==> config.mk <==
export PLATFORM = sky130hd
export DESIGN_NAME = fifo_wr_arb
export DESIGN_NICKNAME = d
export VERILOG_FILES = /design/src/rtl/fifo_wr_arb.sv
export SDC_FILE = /design/constraint.sdc
export NUM_CORES = 1
export LEC_CHECK = 0
export BUFFER_PORTS_ARGS = -buffer_cell sky130_fd_sc_hd__buf_4
export CAP_MARGIN = 20
export CELL_PAD_IN_SITES_DETAIL_PLACEMENT = 1
export CELL_PAD_IN_SITES_GLOBAL_PLACEMENT = 1
export CORE_UTILIZATION = 31
export CTS_CLUSTER_SIZE = 25
export DETAILED_ROUTE_END_ITERATION = 10
export GPL_TIMING_DRIVEN = 1
export HOLD_SLACK_MARGIN = 0.02
export PLACE_DENSITY_LB_ADDON = 0.1
export SLEW_MARGIN = 10
export SYNTH_ARGS = -nofsm -noshare
export SYNTH_HDL_FRONTEND = slang
export SYNTH_SLANG_ARGS = --single-unit
==> constraint.sdc <==
create_clock -name clk -period 2.2 [get_ports clk]
set_clock_uncertainty 0.2 [all_clocks]
set_input_delay 0.33 -clock clk [delete_from_list [all_inputs] [get_ports clk]]
set_output_delay 0.33 -clock clk [all_outputs]
set_load 0.01 [all_outputs]
==> src/rtl/fifo_wr_arb.sv <==
// fifo_wr_arb -- round-robin write arbiter in front of one dual-clock FIFO.
//
// Shares the FIFO write port between nr producers that all live in the
// write-clock domain. Each producer holds a word on its slice of din with
// req until ack is seen. The owner keeps the port for a bounded burst,
// and every producer is throttled on the FIFO full / almost-full flags.
//
// Optional feature macro: FIFO_ARB_BURST_EN
//   defined   : a grant lasts up to `burst` words (counter cnt_reg present)
//   undefined : every transfer releases the grant (per-word round robin)
//
// Ports:
//   clk          write-side clock (same net as FIFO wr_clk)
//   rst          synchronous active-high reset
//   req[nr]      per-requester word valid, held with data until acked
//   din[nr*dw]   flattened data, requester i at [i*dw +: dw]
//   gnt[nr]      registered one-hot owner, all-zero when idle
//   ack[nr]      combinational per-word accept
//   fifo_we      registered FIFO write strobe
//   fifo_din     registered FIFO write data
//   fifo_full    FIFO full flag
//   fifo_full_n  FIFO almost-full flag (FIFO configured with n >= 2)
module fifo_wr_arb #(
  parameter int dw    = 8,
  parameter int nr    = 4,
  parameter int burst = 4
) (
  input  logic               clk,
  input  logic               rst,
  input  logic [nr-1:0]      req,
  input  logic [nr*dw-1:0]   din,
  output logic [nr-1:0]      gnt,
  output logic [nr-1:0]      ack,
  output logic               fifo_we,
  output logic [dw-1:0]      fifo_din,
  input  logic               fifo_full,
  input  logic               fifo_full_n
);

  localparam int LW = (nr > 1) ? $clog2(nr) : 1;

  typedef enum logic {IDLE, OWN} state_t;

  state_t          state_reg;
  logic [nr-1:0]   gnt_reg;
  logic [LW-1:0]   last_reg;     // previous / current owner index
  logic            we_reg;
  logic [dw-1:0]   din_reg;

  logic            stall;
  logic            xfer;
  logic            any_req;
  logic            burst_done;
  logic            release_now;
  logic            win_found;
  logic [LW-1:0]   winner;
  logic [LW-1:0]   cand;
  logic [nr-1:0]   winner_onehot;
  logic [dw-1:0]   word [nr];
  logic [dw-1:0]   owner_word;

  assign stall   = fifo_full | fifo_full_n;
  assign any_req = |req;

  // Unpack the flattened data bus, build ack and the winner one-hot.
  // ack is also masked by rst so a word offered during the reset cycle is
  // never reported as accepted (it would not be written either).
  genvar gi;
  generate
    for (gi = 0; gi < nr; gi++) begin : g_lane
      assign word[gi]          = din[gi*dw +: dw];
      assign ack[gi]           = gnt_reg[gi] & req[gi] & ~stall & ~rst;
      assign winner_onehot[gi] = (winner == LW'(gi));
    end
  endgenerate

  assign xfer       = |ack;
  // Only the owner can be acked, and the owner index is last_reg.
  assign owner_word = word[last_reg];

  // Round-robin search starting one past last_reg. The previous owner is
  // the final candidate, so it only wins again when nobody else asks.
  always_comb begin
    win_found = 1'b0;
    winner    = last_reg;
    cand      = '0;
    for (int k = 1; k <= nr; k++) begin
      cand = LW'((int'(last_reg) + k) % nr);
      if (!win_found && req[cand]) begin
        win_found = 1'b1;
        winner    = cand;
      end
    end
  end

`ifdef FIFO_ARB_BURST_EN
  localparam int CW = $clog2(burst) + 1;
  localparam logic [CW-1:0] CNT_LAST = CW'(burst - 1);

  logic [CW-1:0] cnt_reg;

  // Burst ends on the transfer that carries the last word of the grant.
  assign burst_done = xfer && (cnt_reg == CNT_LAST);
`else
  // Without bursts every accepted word hands the port on.
  assign burst_done = xfer;
`endif

  // Release on owner request drop or on the last word of the burst. A
  // stall blocks xfer, so it can neither release nor advance the count.
  assign release_now = (state_reg == OWN) && (!req[last_reg] || burst_done);

  always_ff @(posedge clk) begin
    if (rst) begin
      state_reg <= IDLE;
      gnt_reg   <= '0;
      last_reg  <= LW'(nr - 1);   // requester 0 is searched first
      we_reg    <= 1'b0;
      din_reg   <= '0;
`ifdef FIFO_ARB_BURST_EN
      cnt_reg   <= '0;
`endif
    end else begin
      we_reg <= xfer;
      if (xfer) begin
        din_reg <= owner_word;
      end

      case (state_reg)
        IDLE: begin
          if (any_req) begin
            state_reg <= OWN;
            gnt_reg   <= winner_onehot;
            last_reg  <= winner;
`ifdef FIFO_ARB_BURST_EN
            cnt_reg   <= '0;
`endif
          end
        end

        OWN: begin
          if (release_now) begin
            // Hand over in the same cycle so there is no bubble.
            if (any_req) begin
              gnt_reg  <= winner_onehot;
              last_reg <= winner;
            end else begin
              state_reg <= IDLE;
              gnt_reg   <= '0;
            end
`ifdef FIFO_ARB_BURST_EN
            cnt_reg <= '0;
`endif
          end
`ifdef FIFO_ARB_BURST_EN
          else if (xfer) begin
            cnt_reg <= cnt_reg + 1'b1;
          end
`endif
        end

        default: begin
          state_reg <= IDLE;
          gnt_reg   <= '0;
        end
      endcase
    end
  end

  assign gnt      = gnt_reg;
  assign fifo_we  = we_reg;
  assign fifo_din = din_reg;

endmodule

==> results.md, run 1 <==
* CTS clk-pin slew, worst paths at 100 ps
* Critical path cell sequence: buf_4 > nand2b_1 > a21boi_0 > or3_1 > a32o_1
* Die H at between 50 and 60 um
* Warnings from Yosys at 0
* Initial Util at 32.5%
* Final max-slew violation count at 0
* Power Dens Cells at 562 nW/um2
* Synth Instances at 91
* Post-synthesis register bit count at 16
* Max_cap viols at 0
* Placement Setup Slack at 232 ps
* Clk_lat worst skew at between 200 and 300 ps
* Ys async rst share at 0%
* Worst path required time at 2190 ps
* Initial antenna violation count at 0
* Status: finished clean
* DIE WIDTH at between 50 and 60 um
* DRT Wirelength at between 2000 and 3000 um
* Number of DRC markers in iteration 0 at 38
* Number of remaining DRC errors at 0
* RePlAce Congestion at approximately 0.8
* Min-delay worst type: in -> reg
* Final Hold Fails at 0
* Die footprint at ~3400 um2
* RSZ-0062 raised after global routing: false
* Vias in the first global route at between 900 and 1000
* Syn_nets at about 130
* Sequential element share of the synthesized area at around a third
* Instance count on the critical path at 5
* Routed Antenna Nets at 0
* Root Buffer: clkbuf_4
* Overall routing resource usage at 18.2%
* Arrival @ worst endpoint at 1830 ps
* Num CTS Buffers at 3
* Min Tclk post-route at 1850 ps
* H-tree lvl count at 1
* Worst path top cell family by delay: simple AND/OR/NAND/NOR gates
* Post-synth cell types at 30
* Worst hold start: req[2]
* Core area at between 3000 and 4000 um2
* CP max stage delay at 430 ps
* Fillers at around 360
* Mapped cell area at 983 um2
* Critical Path End Type: register
* I/O Buffers at 56
* Critical path class: reg -> reg
* Crit. Startpoint: last_reg[0]
* Setup Fix Bufs, Post-CTS at 0
* Wirelength per Cell at 14.8 um
* # diodes at 0
* RR Endpoint: gnt[1]
* Crit path capture: gnt[1]
* Resize count post-CTS at 0
* Worst-margin pin slew at approximately 520 ps
* PnR worst setup slack at 354 ps
* Leakage power at 0.645 nW
* Largest net degree at the start of global routing at 20
* Commonest cells in the netlist: nor2_1 (17), dfxtp_1 (16), mux2i_1 (10)
* Max Clk Rate at 542 MHz
* Dominant cells by area after synthesis: dfxtp_1 (33%), mux4_2 (18%), mux2i_1 (10%), nor2_1 (6.5%), a32o_1 (4.1%)
* Reg-to-reg startpoint: last_reg[0]
* Row cnt at 20
* R2r setup slk at about 350 ps
* Top-count cell post-synth: nor2_1
* Yosys top cell area share at about a third
* Final setup viols at 0
* Avg Cell Area, Syn at 10.8 um2
* CP max-delay cell: or3_1
* Post-synth EDFFs at 0
* Synth area leader: dfxtp_1
* Via count at about 970
* DRT Pass-1 Iters at 4
* Share of layout cells above drive strength 1 at 50.0%
* Worst IR Drop VDD at 0.000198 V
* Number of flip-flops in the largest register at 8
* CTS Hold Bufs at 0
* Maximum fanout along the worst path at 8
* CTS tree: done
* Hpwl dp at about 2200 um
* IO Count at 57
* CP bufs+invs at 1
* Clock buffer depth at 2
* Vias per cell at 5.03
* Final setup TNS at 0 ps
* Worst R2R Path Depth at 5
* GRT Residual Overflow at 0
* Final worst-path cycle share at 83.9%
* Global-route wire length before repair at 4600 um
* Final nets at 190
* Ys flop type: dfxtp_1
* Area growth syn-to-layout at 49.2%
* Max-slew headroom at 65.4%
* Critical Path Source Type: register
* CTS Sinks at 16
[layout make-up]
class                   instances  area (um2)  area share (%)
multi-input cells              68         616            41.9
repair buffers                 60         450            30.7
flip-flops and latches         16         320            21.8
well taps                      44        55.1            3.75
clock buffers                   3        22.5            1.53
inverters                       1        3.75           0.256
[worst min-delay path, delay by kind of cell]
family | cells | cell delay [ps]
AND/OR/NAND/NOR | 2 | 130
buffers and inverters | 1 | 130
[worst min-delay path by stage]
| stage | cells past startpoint | slack, ps | to |
|---|---|---|---|
| finish | 3 | 130 | state_reg |
| global route | 3 | 130 | state_reg |
| CTS | 3 | 130 | state_reg |
| detailed placement | 2 | 290 | fifo_din[1] |
| global placement | 2 | 270 | fifo_din[4] |
| floorplan | 2 | 250 | state_reg |
[report_power, final]
group          leakage, nW  internal [mW]  switching [mW]
Sequential           0.131          0.315          0.0190
Clock               0.0138         0.0635          0.0989
Combinational        0.501          0.192           0.137
[per-layer routing]
| metal | vias up | global-route usage (%) | routed length (um) |
|---|---|---|---|
| met5 | - | 0 | 0 |
| met3 | 2 | 3.52 | 171 |
| met1 | 473 | 21.8 | 1130 |
| met2 | 36 | 33.0 | 1510 |
| li1 | 454 | - | - |
| met4 | 0 | 5.10 | 22 |
[layout by cell type, fill, tap and decap left out, types with 2 or more instances in the layout]
master | synthesis | routed
clkbuf_4 | 0 | 3
a21oi_1 | 2 | 2
dfxtp_1 | 16 | 16
mux4_2 | 8 | 8
nand2b_1 | 3 | 3
a32o_1 | 4 | 4
buf_4 | 1 | 60
nor2_1 | 17 | 17
nand2_1 | 4 | 4
or3_1 | 2 | 2
mux2i_1 | 10 | 10
and2b_1 | 3 | 3
[logic make-up after synthesis]
group,after synthesis,synth area share (%)
buffers and inverters,7,4.83
AO/OA/AOI/OAI,11,9.80
multiplexers,19,31.2
flip-flops,16,32.6
AND/OR/NAND/NOR,38,21.6
[metrics by stage]
| step | cells | util [%] | hold WS (ps) | total power, mW | cell area, um2 |
|---|---|---|---|---|---|
| floorplan | 91 | - | 247 | 0.544 | 983 |
| global placement | 189 | 47.7 | 275 | 0.667 | 1450 |
| detailed placement | 189 | 47.7 | 293 | 0.673 | 1450 |
| CTS | 192 | 48.5 | 128 | 0.836 | 1470 |
| global route | 192 | 48.5 | 133 | 0.883 | 1470 |
| finish | 192 | 48.5 | 134 | 0.826 | 1470 |
Note: power is estimated with default switching activity, not from simulation.
==> run 2, diff against run 1 <==
==> constraint.sdc (replaced) <==
create_clock -name clk -period 1.9 [get_ports clk]
set_clock_uncertainty 0.2 [all_clocks]
set_input_delay 0.285 -clock clk [delete_from_list [all_inputs] [get_ports clk]]
set_output_delay 0.285 -clock clk [all_outputs]
set_load 0.01 [all_outputs]
==> run 2 against run 1 <==
Global-route usage shrank 0.25 points. Via count grew 2.0%. Critical path depth unchanged. Largest cell class unchanged. Power grew 17%. Fmax is 1.3% higher. Setup slack worse by 280 ps.
==> results.md, run 2 (synthesis results as in run 1) <==
* DRT Wirelength at between 2000 and 3000 um
* Final max-slew violation count at 0
* Hpwl dp at 2390 um
* GRT Residual Overflow at 0
* Root Buffer: clkbuf_4
* Core area at a little over 3000 um2
* Worst R2R Path Depth at 5
* Vias in the first global route at 1004
* CTS Sinks at 16
* Worst IR Drop VDD at roughly 0.00042 V
* Max-slew headroom at 64.3%
* RSZ-0062 raised after global routing: false
* Global-route wire length before repair at 4530 um
* Initial antenna violation count at 0
* CTS clk-pin slew, worst paths at 90 ps
* Max_cap viols at 0
* IO Count at 57
* CP max-delay cell: or3_1
* Commonest non-fill, non-tap cells in the layout: buf_4 (62), nor2_1 (17), dfxtp_1 (16), mux2i_1 (10), mux4_2 (8)
* Share of layout cells above drive strength 1 at 51.7%
* Final hold slack at 80.7 ps
* CTS tree: done
* Clock buffer depth at 2
* Worst path required time at 1880 ps
* Number of flip-flops in the largest register at 8
* H-tree lvl count at 1
* Worst-margin pin slew at 532 ps
* Overall routing resource usage at between 15 and 20%
* Final nets at 193
* Vias per cell at 5.05
* Largest net degree at the start of global routing at 19
* Placed insts at 192
* Maximum fanout along the worst path at 8
* Critical path cell sequence: buf_6 > nand2b_1 > a21boi_0 > or3_1 > a32o_1
* Critical Path End Type: register
* Placed inst area at 1470 um2
* Number of remaining DRC errors at 0
* Area growth syn-to-layout at 52.4%
* Die footprint at between 3000 and 4000 um2
* Row cnt at 20
* Critical path class: reg -> reg
* Status: finished clean
* Power Dens Cells at approximately 650 nW/um2
* DIE WIDTH at 58.3 um
* Hold path cells at 3
* Final Hold Fails at 0
* Final Util at 49.5%
* Final setup viols at 0
* # diodes at 0
* Wirelength per Cell at 14.7 um
* Via count at 984
* Routed Antenna Nets at 0
* Number of DRC markers in iteration 0 at 34
* Die H at just under 60 um
* Total power at 0.968 mW
* Leakage power at 0.663 nW
* Initial Util at about a third
* Critical Path Source Type: register
* Leading cell type in the layout, fill and taps excluded: buf_4
* Min-delay worst type: in -> reg
* CP max stage delay at between 400 and 500 ps
* RePlAce Congestion at 0.779
* Min Tclk post-route at approximately 1800 ps
* Max Clk Rate at between 500 and 600 MHz
* Final std cells w/o fill at between 150 and 200
* Clk_lat worst skew at approximately 280 ps
* Num CTS Buffers at 3
* Finished layout cell area at 1500 um2
* DRT Pass-1 Iters at 4
* Arrival @ worst endpoint at 1810 ps
* I/O Buffers at 56
* Final worst-path cycle share at a little over nine tenths
[run 2: cell types whose count changed in the layout (fill, tap and decap cells not counted), sizes merged]
cell  previous run  this run
buf             60        63
[run 2: cell type report]
class                   count  area (um2)
well taps                  44        55.1
clock buffers               3        22.5
multi-input cells          68         621
fillers                   349        1530
repair buffers             63         477
inverters                   1        3.75
flip-flops and latches     16         320
[run 2: metrics by stage]
step                worst slack [ps]  setup TNS, ps
CTS                             15.4              0
finish                          77.5              0
detailed placement             -17.8          -57.5
floorplan                        172              0
global placement                53.8              0
global route                    8.40              0
[run 2: power breakdown]
group | switching [mW] | total, mW | internal, mW
Combinational | 0.161 | 0.395 | 0.234
Sequential | 0.0274 | 0.392 | 0.365
Clock | 0.107 | 0.180 | 0.0737
[run 2: per-layer routing]
metal  vias up  track usage, %  routed length, um
met1       470            21.6               1180
met5         -               0                  0
li1        465               -                  -
met2        43            30.4               1440
met3         6            4.18                198
met4         0            8.16                 46
[run 2: path summary, 6_finish.rpt]
check | from | end | slack [ps]
setup / recovery | last_reg[0] | gnt[1] | 80
setup reg to reg | last_reg[0] | gnt[1] | 80
hold reg to reg | fifo_din[3] | fifo_din[3] | 300
hold / removal | req[2] | state_reg | 80
[run 2: worst max-delay path, delay by kind of cell (launching register included)]
kind / cells / cell delay, ps
flops: 1 / 390
simple gates: 2 / 570
compound gates: 2 / 400
buf+inv: 1 / 160
[run 2: timing repair]
| action | CTS | global route |
|---|---|---|
| setup buffers | 0 | 0 |
| hold buffers | 0 | 0 |
| resized for setup | 0 | 2 |
| endpoints found under the setup margin | 0 | 2 |
